<file path="src/rtl/shift_seq_pkg.sv">
// Shared constants, operation/state encodings and the strobe decoder for the
// shift-register command sequencer.
package shift_seq_pkg;

    localparam int DEF_WIDTH = 4;
    localparam int DEF_CNT_W = 3;

    typedef enum logic [1:0] {
        OP_CLEAR = 2'b00,
        OP_LOAD  = 2'b01,
        OP_SHL   = 2'b10,
        OP_SHR   = 2'b11
    } op_e;

    typedef enum logic [1:0] {
        INIT = 2'b00,
        IDLE = 2'b01,
        EXEC = 2'b10,
        DONE = 2'b11
    } state_e;

    // Strobe vector ordered {shiftRight, shiftLeft, loade, clear}; always one-hot.
    function automatic logic [3:0] op_strobes(input op_e op);
        logic [3:0] sel;
        case (op)
            OP_CLEAR: sel = 4'b0001;
            OP_LOAD:  sel = 4'b0010;
            OP_SHL:   sel = 4'b0100;
            OP_SHR:   sel = 4'b1000;
            default:  sel = 4'b0000;
        endcase
        return sel;
    endfunction

endpackage

</file>
<file path="src/rtl/shift_register_sequencer_if.sv">
// Command channel plus downstream register drive of the sequencer.
interface shift_register_sequencer_if #(
    parameter int WIDTH = 4,
    parameter int CNT_W = 3
);
    logic             cmdValid;
    logic             cmdReady;
    logic [1:0]       cmdOp;
    logic [WIDTH-1:0] cmdData;
    logic [CNT_W-1:0] cmdCount;
    logic             clear;
    logic             loade;
    logic             shiftLeft;
    logic             shiftRight;
    logic [WIDTH-1:0] D;
    logic             done;
    logic [WIDTH-1:0] result;
    logic             busy;

    modport master (
        output cmdValid, cmdOp, cmdData, cmdCount,
        input  cmdReady, clear, loade, shiftLeft, shiftRight, D, done, result, busy
    );

    modport slave (
        input  cmdValid, cmdOp, cmdData, cmdCount,
        output cmdReady, clear, loade, shiftLeft, shiftRight, D, done, result, busy
    );
endinterface

</file>
<file path="src/rtl/shift_step_counter.sv">
// Loadable down-counter of remaining shift steps; zero_o is registered so it
// can be used directly as the EXEC exit condition.
module shift_step_counter
    import shift_seq_pkg::*;
#(
    parameter int CNT_W = DEF_CNT_W
) (
    input  logic             clk,
    input  logic             rst_n,
    input  logic             load_i,
    input  logic             dec_i,
    input  logic [CNT_W-1:0] load_val_i,
    output logic             zero_o
);

    logic [CNT_W-1:0] count_q;
    logic             zero_q;

    // Load has priority; decrement saturates at zero.
    always_ff @(posedge clk or negedge rst_n) begin
        if (!rst_n) begin
            count_q <= '0;
            zero_q  <= 1'b1;
        end else if (load_i) begin
            count_q <= load_val_i;
            zero_q  <= (load_val_i == '0);
        end else if (dec_i && !zero_q) begin
            count_q <= count_q - CNT_W'(1);
            zero_q  <= (count_q == CNT_W'(1));
        end else begin
            count_q <= count_q;
            zero_q  <= zero_q;
        end
    end

    assign zero_o = zero_q;

endmodule

</file>
<file path="src/rtl/shift_register_sequencer.sv">
// Expands clear/load/shift commands into one-hot strobes for a downstream
// shift register and tracks its contents in a shadow copy.
module shift_register_sequencer
    import shift_seq_pkg::*;
#(
    parameter int WIDTH = DEF_WIDTH,
    parameter int CNT_W = DEF_CNT_W
) (
    input  logic                       clock,
    input  logic                       resetN,
    shift_register_sequencer_if.slave  bus
);

    state_e           state_q;
    logic             ready_q;
    logic             busy_q;
    logic             done_q;
    logic             clear_q;
    logic             loade_q;
    logic             shl_q;
    logic             shr_q;
    logic [WIDTH-1:0] d_q;
    logic [WIDTH-1:0] result_q;
    logic [WIDTH-1:0] shadow_q;
    logic [WIDTH-1:0] shadow_d;

    op_e              cmd_op_s;
    logic             accept_s;
    logic             zero_shift_s;
    logic [3:0]       accept_strobes_s;
    logic [CNT_W-1:0] cnt_load_val_s;
    logic             cnt_dec_s;
    logic             cnt_zero_s;

    // Command decode; the counter holds steps remaining after the current one.
    always_comb begin
        cmd_op_s         = op_e'(bus.cmdOp);
        accept_s         = (state_q == IDLE) && ready_q && bus.cmdValid;
        zero_shift_s     = ((cmd_op_s == OP_SHL) || (cmd_op_s == OP_SHR)) && (bus.cmdCount == '0);
        accept_strobes_s = 4'b0000;
        cnt_load_val_s   = '0;
        if (zero_shift_s) begin
            accept_strobes_s = 4'b0000;
        end else begin
            accept_strobes_s = op_strobes(cmd_op_s);
        end
        if ((cmd_op_s == OP_SHL) || (cmd_op_s == OP_SHR)) begin
            cnt_load_val_s = zero_shift_s ? '0 : (bus.cmdCount - CNT_W'(1));
        end else begin
            cnt_load_val_s = '0;
        end
        cnt_dec_s = (state_q == EXEC);
    end

    // Shadow follows the strobe the downstream register samples this edge.
    always_comb begin
        shadow_d = shadow_q;
        if (clear_q) begin
            shadow_d = '0;
        end else if (loade_q) begin
            shadow_d = d_q;
        end else if (shl_q) begin
            shadow_d = {shadow_q[WIDTH-2:0], 1'b0};
        end else if (shr_q) begin
            shadow_d = {1'b0, shadow_q[WIDTH-1:1]};
        end else begin
            shadow_d = shadow_q;
        end
    end

    shift_step_counter #(.CNT_W(CNT_W)) u_step_counter (
        .clk        (clock),
        .rst_n      (resetN),
        .load_i     (accept_s),
        .dec_i      (cnt_dec_s),
        .load_val_i (cnt_load_val_s),
        .zero_o     (cnt_zero_s)
    );

    // Shadow register.
    always_ff @(posedge clock or negedge resetN) begin
        if (!resetN) begin
            shadow_q <= '0;
        end else begin
            shadow_q <= shadow_d;
        end
    end

    // Sequencer FSM; the INIT clear resynchronises the unreset downstream register.
    always_ff @(posedge clock or negedge resetN) begin
        if (!resetN) begin
            state_q  <= INIT;
            ready_q  <= 1'b0;
            busy_q   <= 1'b0;
            done_q   <= 1'b0;
            {shr_q, shl_q, loade_q, clear_q} <= 4'b0000;
            d_q      <= '0;
            result_q <= '0;
        end else begin
            case (state_q)
                INIT: begin
                    {shr_q, shl_q, loade_q, clear_q} <= 4'b0001;
                    ready_q <= 1'b0;
                    busy_q  <= 1'b0;
                    done_q  <= 1'b0;
                    state_q <= IDLE;
                end
                IDLE: begin
                    done_q <= 1'b0;
                    if (accept_s) begin
                        ready_q <= 1'b0;
                        busy_q  <= 1'b1;
                        {shr_q, shl_q, loade_q, clear_q} <= accept_strobes_s;
                        if (cmd_op_s == OP_LOAD) begin
                            d_q <= bus.cmdData;
                        end else begin
                            d_q <= d_q;
                        end
                        if (zero_shift_s) begin
                            done_q   <= 1'b1;
                            result_q <= shadow_q;
                            state_q  <= DONE;
                        end else begin
                            state_q  <= EXEC;
                        end
                    end else begin
                        {shr_q, shl_q, loade_q, clear_q} <= 4'b0000;
                        ready_q <= 1'b1;
                        busy_q  <= 1'b0;
                        state_q <= IDLE;
                    end
                end
                EXEC: begin
                    if (cnt_zero_s) begin
                        {shr_q, shl_q, loade_q, clear_q} <= 4'b0000;
                        done_q   <= 1'b1;
                        result_q <= shadow_d;
                        state_q  <= DONE;
                    end else begin
                        state_q  <= EXEC;
                    end
                end
                DONE: begin
                    done_q  <= 1'b0;
                    busy_q  <= 1'b0;
                    ready_q <= 1'b1;
                    state_q <= IDLE;
                end
                default: begin
                    {shr_q, shl_q, loade_q, clear_q} <= 4'b0000;
                    ready_q <= 1'b0;
                    busy_q  <= 1'b0;
                    done_q  <= 1'b0;
                    state_q <= INIT;
                end
            endcase
        end
    end

    assign bus.cmdReady   = ready_q;
    assign bus.busy       = busy_q;
    assign bus.done       = done_q;
    assign bus.clear      = clear_q;
    assign bus.loade      = loade_q;
    assign bus.shiftLeft  = shl_q;
    assign bus.shiftRight = shr_q;
    assign bus.D          = d_q;
    assign bus.result     = result_q;

endmodule

</file>
<file path="src/flat_wrapper.sv">
// flat-port wrapper written by rule: the top's interface ports become plain ports
module shift_register_sequencer_flat import shift_seq_pkg::*;
#(
    parameter int WIDTH = DEF_WIDTH,
    parameter int CNT_W = DEF_CNT_W
)
  (clock, resetN, bus_cmdValid, bus_cmdOp, bus_cmdData, bus_cmdCount, bus_cmdReady, bus_clear, bus_loade, bus_shiftLeft, bus_shiftRight, bus_D, bus_done, bus_result, bus_busy);
  shift_register_sequencer_if #(.WIDTH(WIDTH), .CNT_W(CNT_W)) bus_i ();
  input  logic clock;
  input  logic resetN;
  input wire logic [$bits(bus_i.cmdValid)-1:0] bus_cmdValid;
  input wire logic [$bits(bus_i.cmdOp)-1:0] bus_cmdOp;
  input wire logic [$bits(bus_i.cmdData)-1:0] bus_cmdData;
  input wire logic [$bits(bus_i.cmdCount)-1:0] bus_cmdCount;
  output wire logic [$bits(bus_i.cmdReady)-1:0] bus_cmdReady;
  output wire logic [$bits(bus_i.clear)-1:0] bus_clear;
  output wire logic [$bits(bus_i.loade)-1:0] bus_loade;
  output wire logic [$bits(bus_i.shiftLeft)-1:0] bus_shiftLeft;
  output wire logic [$bits(bus_i.shiftRight)-1:0] bus_shiftRight;
  output wire logic [$bits(bus_i.D)-1:0] bus_D;
  output wire logic [$bits(bus_i.done)-1:0] bus_done;
  output wire logic [$bits(bus_i.result)-1:0] bus_result;
  output wire logic [$bits(bus_i.busy)-1:0] bus_busy;
  assign bus_i.cmdValid = bus_cmdValid;
  assign bus_i.cmdOp = bus_cmdOp;
  assign bus_i.cmdData = bus_cmdData;
  assign bus_i.cmdCount = bus_cmdCount;
  assign bus_cmdReady = bus_i.cmdReady;
  assign bus_clear = bus_i.clear;
  assign bus_loade = bus_i.loade;
  assign bus_shiftLeft = bus_i.shiftLeft;
  assign bus_shiftRight = bus_i.shiftRight;
  assign bus_D = bus_i.D;
  assign bus_done = bus_i.done;
  assign bus_result = bus_i.result;
  assign bus_busy = bus_i.busy;
  shift_register_sequencer #(.WIDTH(WIDTH), .CNT_W(CNT_W)) u_core (.clock(clock), .resetN(resetN), .bus(bus_i));
endmodule
</file>
<file path="config.mk">
export PLATFORM = sky130hd
export DESIGN_NAME = shift_register_sequencer_flat
export DESIGN_NICKNAME = d
export VERILOG_FILES = /design/src/rtl/shift_seq_pkg.sv /design/src/rtl/shift_register_sequencer_if.sv /design/src/rtl/shift_step_counter.sv /design/src/rtl/shift_register_sequencer.sv /design/src/flat_wrapper.sv
export SDC_FILE = /design/constraint.sdc
export NUM_CORES = 1
export LEC_CHECK = 0
export ABC_AREA = 0
export BUFFER_PORTS_ARGS = -buffer_cell sky130_fd_sc_hd__buf_2
export CORE_MARGIN = 8
export CORE_UTILIZATION = 57
export CTS_CLUSTER_DIAMETER = 200
export DETAILED_ROUTE_END_ITERATION = 7
export GPL_ROUTABILITY_DRIVEN = 0
export GPL_TIMING_DRIVEN = 1
export PLACE_DENSITY = 0.8
export SLEW_MARGIN = 0
export SYNTH_ARGS = -nofsm -noshare
export SYNTH_HDL_FRONTEND = slang
export SYNTH_SLANG_ARGS = --single-unit
export TNS_END_PERCENT = 20
</file>
<file path="constraint.sdc">
create_clock -name clock -period 4.3 [get_ports clock]
set_input_delay 1.075 -clock clock [delete_from_list [all_inputs] [get_ports clock]]
set_output_delay 1.075 -clock clock [all_outputs]
set_load 0.01 [all_outputs]
</file>
==> impl_results.md <==
* Status: finished clean
* HP Class: flip-flop to flip-flop
* Full die area at 4120 sq um
* Number of detailed-route iterations in the first pass at 4
* Layout net count at 169
* Placed Area at 1460 sq um
* Top-count cell post-synth: dfrtp_1
* Post-route ant nets at 0
* Period Utilization, post-route at 0.517
* Cts bufs inserted at 3
* Std cell rows at 17
* Flops & latches, synth at 25
* Die width at 64.2 um
* Drt first-iter violations at 11
* Netlist cell types at 37
* Syn Nets at 143
* First-pass GRT wire length at 4.62 mm
* Die Y at 64.2 um
* Yosys top cell area share at 0.454
* Layout overhead on the synthesized area at 12.2%
* # diodes at 0
* Worst Path Buf+Inv at 1
* Post-synth EDFFs at 0
* Slowest Stage Delay on Critical Path at 0.60 ns
* Post-CTS Hold Fix Bufs at 0
* Crit path max-delay cell type: nor2b_1
* CTS tree: yes
* Adder-cell area share of the yosys netlist at 0.0757
* Pwr dens at 564 nW/um^2
* CP max FO at 14
* Worst-case clock skew at 0.00522 ns
* Commonest cells in the netlist: 24 x dfrtp_1, 11 x nand2_1, 10 x nor2_1, 9 x a21oi_1, 9 x inv_1
* Total track usage at 0.132
* Post-CTS setup buffer count at 0
* Post-route DRC at 0
* Top FF cell, synth: dfrtp_1
* Fill cell count at 202
* Vias per cell at 5.69
* Sequential element share of the synthesized area at 0.474
* Fmax at 450 MHz
* Slew Limit Fails at 0
* CP Launch Type: flip-flop
* LEAKAGE at 0.000686 uW
* Ys async rst share at 1.00
* Post-synthesis simple-gate area fraction at 0.132
* Average instance area after synthesis at 10.8 sq um
* Largest family of logic cells by synthesized area: compound AO/OA/AOI/OAI gates
* Max Cap Viol at 0
* Layout cells sized above 1 at 0.243
* TritonCTS Sinks at 25
* Top delay family on crit path: simple AND/OR/NAND/NOR gates
* Synth Area in Compound Gates at 0.159
* Mux share of post-synthesis cell area at 0.0946
* Reg clk slew, reported paths at 0.13 ns
* Vias in the first global route at 1059
* Synth area leaders: dfrtp_1 45%, ha_1 7.6%, mux2i_1 6.1%
* Critical R2R Launch: u_core.state_q[0]
* Setup TNS at 0 ns
* RSZ-0062 raised after global routing: no
* Util after Layout at 0.671
* Core area at 2210 sq um
* Worst setup path start: u_core.state_q[0]
* Routed WL per cell at 14.8 um
* PortBufs at 26
* Nature of the critical path endpoint: flip-flop
* Post-route minimum period at 2.22 ns
* Synth Instances at 123
* Ports at 27
* HPWL after DPL at 2.05 mm
* Routed wire length at 2.61 mm
* Relative slew margins at 0.575
* Syn. warnings at 0
* WS Path Type: flip-flop to flip-flop
* Htree depth at 1
* Initial antenna violation count at 0
* Max VDD drop at 0.000416 V
* Final hold viol count at 0
* Largest net degree at the start of global routing at 26
* Vias at 1002
* Design Area, Final at 1480 sq um
* CP cell instances: inv_1 -> ha_1 -> nor2b_1 -> nor2_1 -> mux2_1
* Area share of xor/xnor cells in the synthesized design at 0.0132
* Final setup viols at 0
* Worst Tran Pin Value at 0.636 ns
* Critical Path RT at 4.50 ns
* Max Buffers Root-to-Sink at 2
* Clock Latency Late Sink at 0.31 ns
* Worst Path Arrival at 2.42 ns
* Mapped cell area at 1320 sq um
* Gr ovfl total at 0
* Initial Util at 0.598
* Critical hold path startpoint: u_core.bus.done
* CTS-repair resized insts at 0
* CTS root buf: clkbuf_4
* Synth area leader: dfrtp_1
## stage by stage
| step | setup slack, ns | hold slack, ns | cells | power [uW] |
|---|---|---|---|---|
| 3_5_place_dp | 1.85 | 0.465 | 172 | 745 |
| 3_3_place_gp | 1.95 | 0.466 | 172 | 725 |
| 5_1_grt | 1.79 | 0.531 | 176 | 901 |
| 4_1_cts | 2.05 | 0.497 | 176 | 847 |
| 2_1_floorplan | 2.21 | 0.518 | 123 | 626 |
| 6_report | 2.08 | 0.499 | 176 | 837 |
## routing by layer
| metal | part of all wire | vias up | routed length, um | track usage |
|---|---|---|---|---|
| met4 | 0.0042 | 0 | 11 | 0.0354 |
| met2 | 0.51 | 26 | 1340 | 0.230 |
| met5 | 0 | - | 0 | 0 |
| met1 | 0.44 | 493 | 1150 | 0.161 |
| li1 | - | 481 | - | - |
| met3 | 0.043 | 2 | 112 | 0.0279 |
## power breakdown
group	switching, uW	leakage [uW]	internal (uW)
Combinational	191	0.000358	155
Sequential	70.3	0.000313	321
Clock	63.9	0.0000150	36.2
## flip-flops by register name, summed over array words and instances, names as in the netlist
| register | cells |
|---|---|
| u_core.bus.cmdReady | 1 |
| u_core.u_step_counter.count_q | 3 |
| u_core.bus.busy | 1 |
| u_core.bus.D | 4 |
| u_core.bus.shiftRight | 1 |
| u_core.bus.result | 4 |
| u_core.shadow_q | 4 |
| u_core.bus.shiftLeft | 1 |
| u_core.bus.done | 1 |
| u_core.u_step_counter.zero_o | 1 |
| u_core.bus.clear | 1 |
| u_core.bus.loade | 1 |
| u_core.state_q | 2 |
## placed cells by master (no fill, tap or decap), drive strengths merged, types with 2 or more instances in the layout
| master | n |
|---|---|
| nand3b | 3 |
| ha | 8 |
| inv | 9 |
| dfrtp | 24 |
| a21oi | 10 |
| o21ai | 4 |
| nand2 | 11 |
| buf | 26 |
| clkbuf | 4 |
| mux2i | 8 |
| nor2 | 10 |
| o31ai | 5 |
| xnor2 | 2 |
| mux2 | 4 |
## area by class of cell
type | count | area [sq um] | share of cell area
inverter | 10 | 38.8 | 0.0261
clock buffer | 4 | 26.3 | 0.0177
tap | 28 | 35.0 | 0.0236
multi-input combinational | 83 | 627 | 0.422
timing repair buffer | 26 | 130 | 0.0877
sequential | 25 | 627 | 0.422
## kinds of logic (layout without fill, tap and decap cells)
logic type               Yosys count  count (layout)
AND/OR/NAND/NOR                   33              33
AO/OA/AOI/OAI                     28              28
flip-flops                        25              25
buffers and inverters             15              40
multiplexers                      12              12
adder cells (fa/ha/maj)            8               8
XOR/XNOR                           2               2
## worst paths after layout
check | to | slack [ns] | cells after the start
max in group asynchronous | u_core.u_step_counter.zero_o | 3.20 | 1
min reg2reg | u_core.bus.done | 0.50 | 1
min | u_core.bus.done | 0.50 | 1
min in group asynchronous | u_core.bus.result[3] | 0.73 | 1
max reg2reg | u_core.bus.loade | 2.08 | 5
max | u_core.bus.loade | 2.08 | 5
Power figures use the tool's default switching activity.
